==> config.mk <==
export PLATFORM = sky130hd
export DESIGN_NAME = mfp_ahb_lite_apb_bridge
export DESIGN_NICKNAME = d
export VERILOG_FILES = /design/src/rtl/mfp_ahb_lite_apb_bridge_pkg.sv /design/src/rtl/mfp_ahb_lite_apb_strobe.sv /design/src/rtl/mfp_ahb_lite_apb_bridge.sv
export SDC_FILE = /design/constraint.sdc
export NUM_CORES = 1
export LEC_CHECK = 0
export BUFFER_PORTS_ARGS = -buffer_cell sky130_fd_sc_hd__buf_2
export CAP_MARGIN = 10
export CORE_ASPECT_RATIO = 0.75
export CORE_UTILIZATION = 38
export DETAILED_ROUTE_END_ITERATION = 10
export PLACE_DENSITY_LB_ADDON = 0.1
export SETUP_SLACK_MARGIN = 0.1
export SKIP_CTS_REPAIR_TIMING = 1
export SLEW_MARGIN = 20
export SYNTH_ARGS = -nofsm -noshare
export SYNTH_HDL_FRONTEND = slang
export SYNTH_SLANG_ARGS = --single-unit
==> constraint.sdc <==
create_clock -name i_hclk -period 1.95 [get_ports i_hclk]
set_clock_uncertainty 0.15 [all_clocks]
set_input_delay 0.4875 -clock i_hclk [delete_from_list [all_inputs] [get_ports i_hclk]]
set_output_delay 0.4875 -clock i_hclk [all_outputs]
set_load 0.01 [all_outputs]
==> src/rtl/mfp_ahb_lite_apb_bridge_pkg.sv <==
// mfp_ahb_lite_apb_bridge_pkg: shared AHB-Lite codes and bridge state type
//   HTRANS_*  : AHB transfer type codes
//   HSIZE_*   : AHB transfer size codes (1, 2, 4 bytes)
//   state_t   : bridge FSM states
package mfp_ahb_lite_apb_bridge_pkg;
    localparam logic [1:0] HTRANS_IDLE   = 2'b00;
    localparam logic [1:0] HTRANS_BUSY   = 2'b01;
    localparam logic [1:0] HTRANS_NONSEQ = 2'b10;
    localparam logic [1:0] HTRANS_SEQ    = 2'b11;
    localparam logic [2:0] HSIZE_1       = 3'd0;
    localparam logic [2:0] HSIZE_2       = 3'd1;
    localparam logic [2:0] HSIZE_4       = 3'd2;
    typedef enum logic [2:0] {ST_IDLE, ST_SETUP, ST_ACCESS, ST_ERR1, ST_ERR2} state_t;
    function automatic logic [2:0] pprot_map(input logic [3:0] hprot);
        return {~hprot[0], 1'b0, hprot[1]};
    endfunction
endpackage

==> src/rtl/mfp_ahb_lite_apb_strobe.sv <==
// mfp_ahb_lite_apb_strobe: combinational APB byte-strobe generator
//   i_hsize  : AHB size code
//   i_addr   : HADDR[1:0]
//   i_endian : 0 little, 1 big (mirrors byte lanes)
//   i_hwrite : strobes are zero for reads
//   o_pstrb  : APB byte strobes
module mfp_ahb_lite_apb_strobe
    import mfp_ahb_lite_apb_bridge_pkg::*;
(
    input  logic [2:0] i_hsize,
    input  logic [1:0] i_addr,
    input  logic       i_endian,
    input  logic       i_hwrite,
    output logic [3:0] o_pstrb
);
    logic [3:0] w_le;
    always_comb begin
        w_le = i_hsize == HSIZE_1 ? 4'b0001 << i_addr :
               i_hsize == HSIZE_2 ? (i_addr[1] ? 4'b1100 : 4'b0011) :
               i_hsize == HSIZE_4 ? 4'b1111 : 4'b0000;
        o_pstrb = ~i_hwrite ? 4'b0000 : i_endian ? {w_le[0], w_le[1], w_le[2], w_le[3]} : w_le;
    end
endmodule

==> src/rtl/mfp_ahb_lite_apb_bridge.sv <==
// mfp_ahb_lite_apb_bridge: AHB-Lite slave converting each transfer into one APB4 transfer
//   i_hclk, i_hreset        : clock, synchronous active-high reset
//   i_h*                    : AHB-Lite slave inputs (hburst/hmastlock ignored)
//   o_hrdata/o_hready/o_hresp : AHB-Lite slave response
//   i_si_endian             : byte-lane order for strobes
//   o_p*                    : APB4 master outputs
//   i_prdata/i_pready/i_pslverr : APB4 slave response
module mfp_ahb_lite_apb_bridge
    import mfp_ahb_lite_apb_bridge_pkg::*;
#(
    parameter int ADDR_WIDTH = 16,
    parameter int TIMEOUT    = 255
)
(
    input  logic                  i_hclk,
    input  logic                  i_hreset,
    input  logic [31:0]           i_haddr,
    input  logic [2:0]            i_hburst,
    input  logic                  i_hmastlock,
    input  logic [3:0]            i_hprot,
    input  logic                  i_hsel,
    input  logic [2:0]            i_hsize,
    input  logic [1:0]            i_htrans,
    input  logic [31:0]           i_hwdata,
    input  logic                  i_hwrite,
    output logic [31:0]           o_hrdata,
    output logic                  o_hready,
    output logic                  o_hresp,
    input  logic                  i_si_endian,
    output logic [ADDR_WIDTH-1:0] o_paddr,
    output logic                  o_psel,
    output logic                  o_penable,
    output logic                  o_pwrite,
    output logic [31:0]           o_pwdata,
    output logic [3:0]            o_pstrb,
    output logic [2:0]            o_pprot,
    input  logic [31:0]           i_prdata,
    input  logic                  i_pready,
    input  logic                  i_pslverr
);
    localparam int CW = ($clog2(TIMEOUT + 1) > 8) ? $clog2(TIMEOUT + 1) : 8;
    localparam logic [CW-1:0] CNT_LAST = CW'(TIMEOUT - 1);

    state_t                r_state;
    state_t                w_next;
    logic [ADDR_WIDTH-1:0] r_paddr;
    logic                  r_pwrite;
    logic [3:0]            r_pstrb;
    logic [2:0]            r_pprot;
    logic [31:0]           r_pwdata;
    logic [CW-1:0]         r_cnt;
    logic [3:0]            w_pstrb;
    logic                  w_accept;
    logic                  w_timeout;
    logic                  w_unused;

    assign w_unused = ^{i_haddr[31:ADDR_WIDTH], i_hburst, i_hmastlock, i_hprot[3:2], i_htrans[0]};

    mfp_ahb_lite_apb_strobe u_strobe (
        .i_hsize  (i_hsize),
        .i_addr   (i_haddr[1:0]),
        .i_endian (i_si_endian),
        .i_hwrite (i_hwrite),
        .o_pstrb  (w_pstrb)
    );

    // Timeout fires on the last permitted ACCESS cycle, which then carries the
    // first (HREADY=0) half of the ERROR response.
    always_comb begin
        w_next    = r_state;
        o_hready  = 1'b1;
        o_hresp   = 1'b0;
        o_psel    = 1'b0;
        o_penable = 1'b0;
        w_timeout = (TIMEOUT != 0) && !i_pready && (r_cnt == CNT_LAST);
        case (r_state)
            ST_IDLE: w_next = ST_IDLE;
            ST_SETUP: begin
                o_psel   = 1'b1;
                o_hready = 1'b0;
                w_next   = ST_ACCESS;
            end
            ST_ACCESS: begin
                o_psel    = 1'b1;
                o_penable = 1'b1;
                o_hready  = i_pready & ~i_pslverr;
                o_hresp   = (i_pready & i_pslverr) | w_timeout;
                w_next    = i_pready ? (i_pslverr ? ST_ERR2 : ST_IDLE) : (w_timeout ? ST_ERR2 : ST_ACCESS);
            end
            ST_ERR1: begin
                o_hready = 1'b0;
                o_hresp  = 1'b1;
                w_next   = ST_ERR2;
            end
            ST_ERR2: begin
                o_hresp = 1'b1;
                w_next  = ST_IDLE;
            end
            default: w_next = ST_IDLE;
        endcase
        // HREADY is only high in states whose natural successor is IDLE, so a new
        // address phase can simply override the next state (back-to-back).
        w_accept = i_hsel & i_htrans[1] & o_hready;
        if (w_accept) w_next = (i_hsize > HSIZE_4) ? ST_ERR1 : ST_SETUP;
    end

    always_ff @(posedge i_hclk) begin
        if (i_hreset) begin
            r_state  <= ST_IDLE;
            r_paddr  <= '0;
            r_pwrite <= 1'b0;
            r_pstrb  <= '0;
            r_pprot  <= '0;
            r_pwdata <= '0;
            r_cnt    <= '0;
        end else begin
            r_state <= w_next;
            if (w_accept) begin
                r_paddr  <= i_haddr[ADDR_WIDTH-1:0];
                r_pwrite <= i_hwrite;
                r_pstrb  <= w_pstrb;
                r_pprot  <= pprot_map(i_hprot);
            end
            if (r_state == ST_SETUP) r_pwdata <= i_hwdata;
            r_cnt <= (r_state == ST_SETUP) ? '0 :
                     (r_state == ST_ACCESS && !i_pready && r_cnt != '1) ? r_cnt + 1'b1 : r_cnt;
        end
    end

    assign o_hrdata = i_prdata;
    assign o_paddr  = r_paddr;
    assign o_pwrite = r_pwrite;
    assign o_pstrb  = r_pstrb;
    assign o_pprot  = r_pprot;
    // HWDATA is only valid in the data phase, so SETUP forwards it directly.
    assign o_pwdata = (r_state == ST_SETUP) ? i_hwdata : r_pwdata;
endmodule

# Word level (Yosys, flattened, before mapping)
# Index checks and enable logic that the tools add are counted.
[totals]
ff_bits = 66
wordCells = 51
out_inout_bits = 92
in_bits = 116
[op_classes]
addsub = 1
shifts = 1
reduce_logical = 9
bitwise_logic = 7
eq_ne = 8
muxes = 17
n_lt_le_gt_ge = 1
[op_table]
columns = ["cell", "count"]
rows = [
  ["$mux W32", 1],
  ["$mux W4", 6],
  ["$mux W3", 4],
  ["$eq A3 B2 Y1 const B", 3],
  ["$pmux W3 S3", 1],
  ["$add A8 B1 Y8 const B", 1],
  ["$eq A8 B8 Y1 const B", 1],
  ["$ne A8 B8 Y1 const B", 1],
  ["$reduce_or A2 Y1", 4],
  ["$eq A3 B1 Y1 const B", 2],
  ["$and A1 B1 Y1", 4],
  ["$pmux W1 S2", 2],
  ["$shl A1 B2 Y4 const A", 1],
  ["$eq A3 B3 Y1 const B", 1],
  ["$gt A3 B2 Y1 const B", 1],
  ["$logic_and A1 B1 Y1", 3],
  ["$logic_not A3 Y1", 1],
  ["$mux W1", 2],
  ["$mux W2", 1],
  ["$not A1 Y1", 2],
  ["$logic_not A1 Y1", 1],
  ["$or A1 B1 Y1", 1],
]

# Depth between registers and ports, before layout
# Gate-level depths: netlist of run 1.
[logic_depth]
ltp_word = 6
depth_mapped = 6
depth_no_buf = 5

# Modules after synthesis
# A second synthesis of run 1 with hierarchy kept.
[hier_totals]
hier_cells = 329
hier_area_um2 = 3022.9
[modules_own_cells]
columns = ["module", "area_each_um2", "n_inst", "seq_area_each_um2", "cells_each"]
rows = [
  ["mfp_ahb_lite_apb_bridge", 2905.3, 1, 1321.3, 311],
  ["mfp_ahb_lite_apb_strobe", 117.6, 1, 0.0, 18],
]

# Worst setup path before layout of run 1
# Ideal clock, no wire load.
[synth_path]
path_type = "register to output"
startpoint = "register r_state[0]"
endpoint = "output port o_pwdata[22]"
t_arrival_ps = 1384
path_stages_with_launch = 6
n_path_buf = 2
path_slack_ps = -71
t_required_ps = 1312
cell_sequence = "dfxtp_1 nor2b_4 and2b_4 buf_8 buf_12 mux2_4"
[synth_via]
elab_chain_len = 2
[synth_lines]
columns = ["element", "line", "source"]
rows = [
  ["start: declaration", "mfp_ahb_lite_apb_bridge.sv:44", "state_t r_state;"],
  ["start signal: assignment", "mfp_ahb_lite_apb_bridge.sv:117", "r_state <= w_next;"],
  ["$eq A3 B1 Y1", "mfp_ahb_lite_apb_bridge.sv:136", "assign o_pwdata = (r_state == ST_SETUP) ? i_hwdata : r_pwdata;"],
  ["$mux W32", "n/a", ""],
  ["end: declaration", "mfp_ahb_lite_apb_bridge.sv:34", "output logic [31:0] o_pwdata,"],
]
# No other way between the ends.

# Final worst setup path of run 1
[layout_path]
startpoint = "register r_state[0]"
endpoint = "output port o_pwdata[0]"
# The elaborated chain is that of the path after synthesis.

==> impl_metrics.ini, run 1 <==
[run_status]
outcome = complete, but fails checks
violations = negative setup slack

[synth]
synthCells = 277
synth_edf_count = 0
synth_ff_type = dfxtp_1
ys_seq_area_share_pct = 42.1
ys_top_cells_by_count = 66 x dfxtp_1, 34 x buf_4, 28 x and2b_1, 28 x mux2_4, 20 x a22o_1
async_flop_share_pct = 0
synth_warnings = 0
synth_area_mm2 = 0.00314
yosysMostFrequentCell = dfxtp_1
synth_nets = 395
ys_ff_latch = 66
synth_top_area_share_pct = 42.1
postSynthAreaPerCell_um2 = 11.3
synth.distinct_cells = 45
yosys.area.top_type = dfxtp_1
synth_area_leaders = dfxtp_1 42%, mux2_4 13%, buf_4 8.1%

[route]
routedWlPerCell_um = 12.7
drt_iter0_drc = 43
via_count = 2287
dr.pass1.iters = 4
routed_wl_um = 6270
viasPerCell = 4.63
drtAntennaViolNets = 0
drt_drc_violations_left = 0

[final_layout]
nets = 502
postLayoutCoreUtil_pct = 50.2
n_fill_cell = 771
area_delta_synth_final_pct = 27.1
diodes = 0
layout-drive-gt1-share_pct = 53.5

[place]
dp.final_hpwl_um = 4460
port-buffer-count = 119
place_ws_ns = -0.217
place.gp.congestion = 0.748

[setup_path]
crit_required_ns = 1.31
r2r_slack_ns = 0.16
startpoint_type = register
rr_worst_depth = 7
path_cells = nor2b_4 -> and2b_4 -> buf_12 -> mux2_1 -> buf_2
path_buf_inv = 2
r2r_end = r_cnt[5]$_SDFFE_PP0P_
cp_top_family = simple AND/OR/NAND/NOR gates
path_class = reg -> out
path_max_fanout = 11
max_stage_delay_ns = 0.34
slowest_stage = dfxtp_4
crit_arrival_ns = 1.69
rr_startpoint = r_cnt[0]$_SDFFE_PP0P_
critPathCaptureType = primary output

[worst_hold_path]
hold_end = o_paddr[8]$_SDFFE_PP0P_
worstHoldStart = i_haddr[8]
hp-class = in -> reg
hold_depth = 2

[pwr]
switching_share_pct = 24.3
finalPower_uw = 2990
power.density_mw_per_mm2 = 750
ir_worst_vdd_mv = 0.356
power.leakage_uw = 0.00199
intPower_uw = 2260
switchingPower_uw = 728
seqPwrFrac_pct = 47.3
comb_power_share_pct = 14.9
clkPwrFrac_pct = 37.8

[floorplanning]
die_x_um = 107
die_h_um = 80.7
rows = 28
die_area_mm2 = 0.00864
start_util_pct = 39.5
core_area_mm2 = 0.00795
pin_count = 208

[grt]
antenna_found_initial = 0
grt_max_degree = 33
grt_pass1_wl_um = 9910
grt_pass1_vias = 2079
grt.overflow.total = 0
grt_usage_pct = 15.0

[clock_network]
cts_buffers = 9
cts_root_buf = clkbuf_8
cts_buffer_depth = 2
htreeDepth = 3
insertion_delay_ns = 0.33
cts_tree = built
path_clk_slew_ns = 0.07
cts_sinks = 66

[timing]
timing_worst_slew_pin_value_ns = 0.583
final-setup-viol-count = 35
timing.slew.headroom_pct = 61.0
timing.final.crit_period_ns = 2.32
fin_crit_sh_pct = 119
setup_ws_ns = -0.374
hold_violations = 0
report.final.slew_viol_count = 0
fmax_mhz = 430
rsz0062_at_grt = true

[run]
drv_cap = 0
-- metal layers --
layer,part of all wire [%],global-route usage (%),vias to the layer above,wire length (um)
met2,41,21.3,110,2560
met4,1.2,6.99,0,74
met5,0,0,-,0
met3,8.8,6.10,10,552
li1,-,-,1145,-
met1,49,19.8,1022,3090
-- worst reg2reg max path, cell delays in order (launching register included) --
cell and delay [ns]:
dfxtp_4 0.35, buf_4 0.13, buf_4 0.12, ha_1 0.22, nand3_1 0.12, o211ai_2 0.12
or3_1 0.37, a21oi_1 0.14
-- layout by cell type (no fill, tap or decap), types with 3 or more instances in the layout --
cell type / instances
nand4_1: 3
buf_2: 117
nor2_1: 10
buf_6: 4
clkbuf_8: 10
clkinv_2: 3
mux2_4: 30
nand2b_1: 3
o2bb2ai_1: 5
a21oi_1: 7
dfxtp_4: 3
xor2_1: 3
and2b_1: 28
buf_12: 3
and3_1: 3
buf_4: 19
nor2b_1: 5
nand2_1: 4
o21ai_0: 4
a22o_1: 20
dfxtp_1: 61
-- state kept, by name (all words and copies together), names as in the netlist --
name / cells
o_pwrite: 1
o_paddr: 16
r_cnt: 8
o_pprot: 2
o_pstrb: 4
r_pwdata: 32
r_state: 3
-- worst max-delay path by stage --
stage	start	end	slack, ns	cells past startpoint
final	r_state[0]$_SDFF_PP0_	o_pwdata[0]	-0.37	5
after CTS	r_state[0]$_SDFF_PP0_	o_pwdata[2]	-0.43	5
after detailed placement	i_pslverr	o_paddr[10]$_SDFFE_PP0P_	-0.22	5
after floorplan	r_state[0]$_SDFF_PP0_	o_pwdata[22]	0.02	5
after global routing	r_state[0]$_SDFF_PP0_	o_pwdata[0]	-0.47	5
after global placement	i_pslverr	o_paddr[2]$_SDFFE_PP0P_	-0.20	5
-- kinds of logic (layout without fill, tap and decap cells) --
family	Yosys count	after routing	synth area share, %
other	1	1	0.119
xor gates and xnor gates	4	4	1.12
adders and majority gates	2	2	0.797
AOI/OAI and AO/OA	50	50	13.0
DFF	66	66	42.1
buffers and inverters	50	162	12.5
muxes	33	33	15.1
and+or+nand+nor	71	71	15.3
-- metrics by stage --
| step | TNS (ns) | cells | cell area [um2] | hold slack [ns] |
|---|---|---|---|---|
| 2_1_floorplan | 0 | 277 | 3140 | 0.316 |
| 3_3_place_gp | -4.59 | 473 | 3670 | 0.301 |
| 3_5_place_dp | -5.01 | 473 | 3670 | 0.293 |
| 4_1_cts | -13.87 | 489 | 3860 | 0.181 |
| 5_1_grt | -14.64 | 494 | 3990 | 0.188 |
| 6_report | -11.37 | 494 | 3990 | 0.210 |
-- power by group through the flow --
stage / registers, uW / logic, uW / clock network, uW
after floorplan: 1460 / 311 / 0
final: 1410 / 446 / 1130
after global placement: 1450 / 420 / 0
after detailed placement: 1450 / 425 / 0
after CTS: 1420 / 426 / 1190
after global routing: 1420 / 491 / 1240
-- layout make-up --
type | instances | area, um2 | area share [%]
sequential | 66 | 1340 | 33.5
timing repair buffer | 143 | 833 | 20.9
multi-input combinational | 161 | 1480 | 37.2
tap | 105 | 131 | 3.29
inverter | 3 | 11.3 | 0.282
clock buffer | 11 | 141 | 3.54
clock inverter | 5 | 53.8 | 1.35
(Power assumes the default switching activity.)
==> run 2: changes to the inputs <==
--- a/config.mk
+++ b/config.mk
@@ -10,7 +10,7 @@
 export CORE_ASPECT_RATIO = 0.75
 export CORE_UTILIZATION = 38
 export DETAILED_ROUTE_END_ITERATION = 10
-export PLACE_DENSITY_LB_ADDON = 0.1
+export PLACE_DENSITY = 0.77
 export SETUP_SLACK_MARGIN = 0.1
 export SKIP_CTS_REPAIR_TIMING = 1
 export SLEW_MARGIN = 20
==> impl_metrics.ini, run 2 (synthesis results as in run 1) <==
[route]
top_layer_used = met4
met3WireLength_um = 396
viasPerCell = 4.69
met2_length_um = 3300
met1_length_um = 2760
dr.pass1.iters = 4
via_count = 2343
drt_drc_violations_left = 0
routed_wl_um = 6520
drtAntennaViolNets = 0
drt_iter0_drc = 57
routedWlPerCell_um = 13.0

[run_status]
violations = negative setup slack
outcome = complete, but fails checks

[worst_hold_path]
hp-class = in -> reg
worstHoldStart = i_haddr[9]
hold_depth = 2
hold_end = o_paddr[9]$_SDFFE_PP0P_

[grt]
grt.overflow.total = 0
grt_usage_pct = 14.6
grt_max_degree = 31
grt_pass1_wl_um = 9740
antenna_found_initial = 0
grt_pass1_vias = 2165

[final_layout]
largest_register_ffs = 32
nets = 508
layout-drive-gt1-share_pct = 54.4
final_common_cell = buf_2
postLayoutCoreUtil_pct = 52.6
area_delta_synth_final_pct = 33.2
diodes = 0
n_fill_cell = 706
final_cell_mix = 100 x buf_2, 61 x dfxtp_1, 28 x and2b_1, 28 x mux2_4, 25 x buf_4
regMostFlops = r_pwdata

[setup_path]
cp_top_family = simple AND/OR/NAND/NOR gates
r2r_slack_ns = 0.06
startpoint_type = register
max_stage_delay_ns = 0.35
path_max_fanout = 14
rr_worst_depth = 7
rr_startpoint = r_state[1]$_SDFF_PP0_
critPathCaptureType = primary output
r2r_end = o_paddr[4]$_SDFFE_PP0P_
path_buf_inv = 2
crit_required_ns = 1.31
slowest_stage = dfxtp_4
path_class = reg -> out
path_cells = nor2b_4 -> and2b_4 -> buf_12 -> mux2_4 -> buf_2
crit_arrival_ns = 1.70

[timing]
setup_ws_ns = -0.384
report.final.slew_viol_count = 0
hold_violations = 0
fmax_mhz = 428
timing.final.crit_period_ns = 2.33
final-setup-viol-count = 34
holdWs_ns = 0.197
rsz0062_at_grt = true
timing_worst_slew_pin_value_ns = 0.583
timing.slew.headroom_pct = 61.0
fin_crit_sh_pct = 120

[clock_network]
insertion_delay_ns = 0.34
cts_buffers = 9
cts_sinks = 66
path_clk_slew_ns = 0.08
htreeDepth = 3
cts_root_buf = clkbuf_8
cts_tree = built
cts_buffer_depth = 2

[run]
drv_cap = 0

[place]
port-buffer-count = 119
place.gp.congestion = 0.716
dp.final_hpwl_um = 4600
place_ws_ns = -0.177

[floorplanning]
die_x_um = 107
die_area_mm2 = 0.00864
pin_count = 208
core_area_mm2 = 0.00795
die_h_um = 80.7
rows = 28
start_util_pct = 39.5

[pwr]
ir_worst_vdd_mv = 0.417
finalPower_uw = 3320
power.density_mw_per_mm2 = 795
power.leakage_uw = 0.00205
run 2: metal layers:
metal | global-route usage, % | vias up
met5 | 0 | -
met4 | 5.89 | 0
met3 | 5.62 | 7
met2 | 26.2 | 92
met1 | 15.6 | 1093
li1 | - | 1151
run 2: power breakdown:
group          leakage, uW  switching, uW  internal [uW]  total [uW]
Clock             0.000121            564            863        1430
Sequential        0.000539           21.8           1400        1420
Combinational      0.00139            207            274         481
Total              0.00205            792           2530        3320
run 2: through the flow:
step | TNS (ns) | std cells | cell area (um2)
2_1_floorplan | 0 | 277 | 3140
3_3_place_gp | -3.04 | 475 | 3670
3_5_place_dp | -4.23 | 475 | 3670
4_1_cts | -13.96 | 491 | 3920
5_1_grt | -14.42 | 500 | 4180
6_report | -11.98 | 500 | 4180
run 2: how the worst max path moves through the flow:
stage	startpoint	to	depth (start not counted)
after global routing	r_state[0]$_SDFF_PP0_	o_pwdata[4]	5
final	r_state[0]$_SDFF_PP0_	o_pwdata[4]	5
after CTS	r_state[0]$_SDFF_PP0_	o_pwdata[11]	5
after detailed placement	i_pready	o_paddr[4]$_SDFFE_PP0P_	5
after floorplan	r_state[0]$_SDFF_PP0_	o_pwdata[22]	5
after global placement	i_pready	o_paddr[3]$_SDFFE_PP0P_	5
run 2: layout make-up:
cell class / instances / area (um2) / share of cell area (%)
clock buffers: 9 / 124 / 2.96
flip-flops and latches: 66 / 1330 / 31.8
multi-input cells: 161 / 1480 / 35.4
repair buffers: 149 / 976 / 23.3
well taps: 105 / 131 / 3.14
inverters: 3 / 13.8 / 0.329
clock inverters: 7 / 124 / 2.96
==> run 3: changes to the inputs <==
--- a/config.mk
+++ b/config.mk
@@ -5,12 +5,13 @@
 export SDC_FILE = /design/constraint.sdc
 export NUM_CORES = 1
 export LEC_CHECK = 0
+export ABC_AREA = 1
 export BUFFER_PORTS_ARGS = -buffer_cell sky130_fd_sc_hd__buf_2
 export CAP_MARGIN = 10
 export CORE_ASPECT_RATIO = 0.75
-export CORE_UTILIZATION = 38
+export CORE_UTILIZATION = 40
 export DETAILED_ROUTE_END_ITERATION = 10
-export PLACE_DENSITY = 0.77
+export PLACE_DENSITY_LB_ADDON = 0.08
 export SETUP_SLACK_MARGIN = 0.1
 export SKIP_CTS_REPAIR_TIMING = 1
 export SLEW_MARGIN = 20
==> constraint.sdc (replaced) <==
create_clock -name i_hclk -period 1.95 [get_ports i_hclk]
set_clock_uncertainty 0.15 [all_clocks]
set_input_delay 0.4875 -clock i_hclk [delete_from_list [all_inputs] [get_ports i_hclk]]
set_output_delay 0.4875 -clock i_hclk [all_outputs]
set_load 0.1 [all_outputs]
==> impl_metrics.ini, run 3 <==
[run_status]
outcome = complete, but fails checks
violations = negative setup slack

[timing]
report.final.slew_viol_count = 0
hold_violations = 0
final-setup-viol-count = 35
rsz0062_at_grt = true
timing.final.crit_period_ns = 2.21
fin_crit_sh_pct = 113
setup_ws_ns = -0.260
fmax_mhz = 453
setup-tns-final_ns = -7.98
holdWs_ns = 0.195

[synth]
synth_nets = 626
synthCells = 508
synth_area_mm2 = 0.00356
synth_area_leaders = dfxtp_1 37%, nand2_1 13%, inv_1 12%
synth_ff_type = dfxtp_1
synth_top_area_share_pct = 37.2
ys_seq_area_share_pct = 37.2
async_flop_share_pct = 0
ys_ff_latch = 66
yosysMostFrequentCell = nand2_1
synth_edf_count = 0
synth_warnings = 0
postSynthAreaPerCell_um2 = 7.00
ys_top_cells_by_count = 119 x nand2_1, 113 x inv_1, 66 x dfxtp_1, 45 x nand3_1, 40 x a21oi_1
yosys.area.top_type = dfxtp_1
synth.distinct_cells = 26

[grt]
global_route.usage.met2_pct = 32.5
grt.overflow.total = 0
antenna_found_initial = 0
grt_util_met3_pct = 4.87
grt.busiest_layer = met2
grt_pass1_vias = 3184
grt_pass1_wl_um = 14400
grt_usage_pct = 19.0
grt_max_degree = 35
use_met1_pct = 23.1

[final_layout]
final_cell_mix = 107 x nand2_1, 85 x inv_1, 83 x buf_2
nets = 730
postLayoutCoreUtil_pct = 65.4
area_delta_synth_final_pct = 56.8
final_common_cell = nand2_1
layout.cells.non_filler = 725
regMostFlops = r_pwdata
largest_register_ffs = 32
diodes = 0
layout-drive-gt1-share_pct = 44.6

[place]
port-buffer-count = 119
place_inst = 697
dp.final_hpwl_um = 6410
place.gp.congestion = 0.804

[clock_network]
insertion_delay_ns = 0.32
cts_root_buf = clkbuf_16
cts_buffer_depth = 2
cts_tree = built
cts_sinks = 66
cts_buffers = 9
path_clk_slew_ns = 0.06
htreeDepth = 3

[floorplanning]
rows = 29
pin_count = 208
start_util_pct = 41.7
die_h_um = 83.7
die_area_mm2 = 0.00927
core_area_mm2 = 0.00853
die_x_um = 111

[route]
routed_wl_um = 9140
via_count = 3383
drt_drc_violations_left = 0
viasPerCell = 4.67
dr.pass1.iters = 4
drt_iter0_drc = 111
routedWlPerCell_um = 12.6
drtAntennaViolNets = 0

[setup_path]
path_class = reg -> out
critPathCaptureType = primary output
startpoint_type = register
rr_startpoint = r_state[0]$_SDFF_PP0_
critPathLaunch = r_state[1]$_SDFF_PP0_
crit_required_ns = 1.31
crit_arrival_ns = 1.57
path_max_fanout = 17

[pwr]
power.density_mw_per_mm2 = 835
power.leakage_uw = 0.00267
ir_worst_vdd_mv = 0.574

[worst_hold_path]
hp-class = in -> reg
worstHoldStart = i_haddr[8]

[run]
drv_cap = 0
-- run 3: path summary, 6_finish.rpt --
| kind | endpoint | slack (ns) | cells past startpoint |
|---|---|---|---|
| setup / recovery | o_pwdata[12] | -0.26 | 7 |
| hold / removal | o_paddr[8]$_SDFFE_PP0P_ | 0.20 | 3 |
| setup reg to reg | r_state[1]$_SDFF_PP0_ | 0.14 | 12 |
| hold reg to reg | o_paddr[2]$_SDFFE_PP0P_ | 0.32 | 2 |
-- run 3: power by group --
| part | switching (uW) | internal [uW] |
|---|---|---|
| Sequential | 24.6 | 1410 |
| Combinational | 1130 | 524 |
| Clock | 575 | 985 |
| Total | 1730 | 2920 |
-- run 3: routing by layer --
layer / vias to the layer above / part of all wire (%)
met1: 1534 / 44
met4: 0 / 2.0
met5: - / 0
met2: 78 / 49
met3: 26 / 5.1
li1: 1745 / -
-- run 3: logic make-up (layout without fill, tap and decap cells) --
family / count (synthesis) / in the layout / share of synthesized area [%]
buffers and inverters: 172 / 281 / 22.9
AND/OR/NAND/NOR: 188 / 188 / 23.0
XOR/XNOR: 2 / 2 / 0.493
other: 1 / 1 / 0.105
flip-flops: 66 / 66 / 37.2
adder cells (fa/ha/maj): 2 / 2 / 0.704
AO/OA/AOI/OAI: 77 / 77 / 15.6
-- run 3: area by class of cell --
| class | count | area, um2 |
|---|---|---|
| clock buffer | 11 | 233 |
| clock inverter | 5 | 55.1 |
| fill | 712 | 2950 |
| inverter | 120 | 483 |
| multi-input combinational | 270 | 1910 |
| sequential | 66 | 1330 |
| tap | 108 | 135 |
| timing repair buffer | 145 | 1420 |
-- run 3: per-stage QoR --
step / instance area, um2 / total power, uW / worst slack (ns)
global placement: 5010 / 3030 / 0.0826
floorplan: 3990 / 2880 / -0.0768
detailed placement: 5010 / 3040 / 0.0607
CTS: 5300 / 4620 / -0.293
global route: 5570 / 4840 / -0.347
finish: 5570 / 4650 / -0.260
-- run 3: critical path: stages, from the launching register on --
cell       delay [ns]
dfxtp_4          0.36
inv_4            0.06
nand3_4          0.14
clkbuf_16        0.23
nand2_1          0.07
inv_1            0.06
a21oi_4          0.14
buf_12           0.19
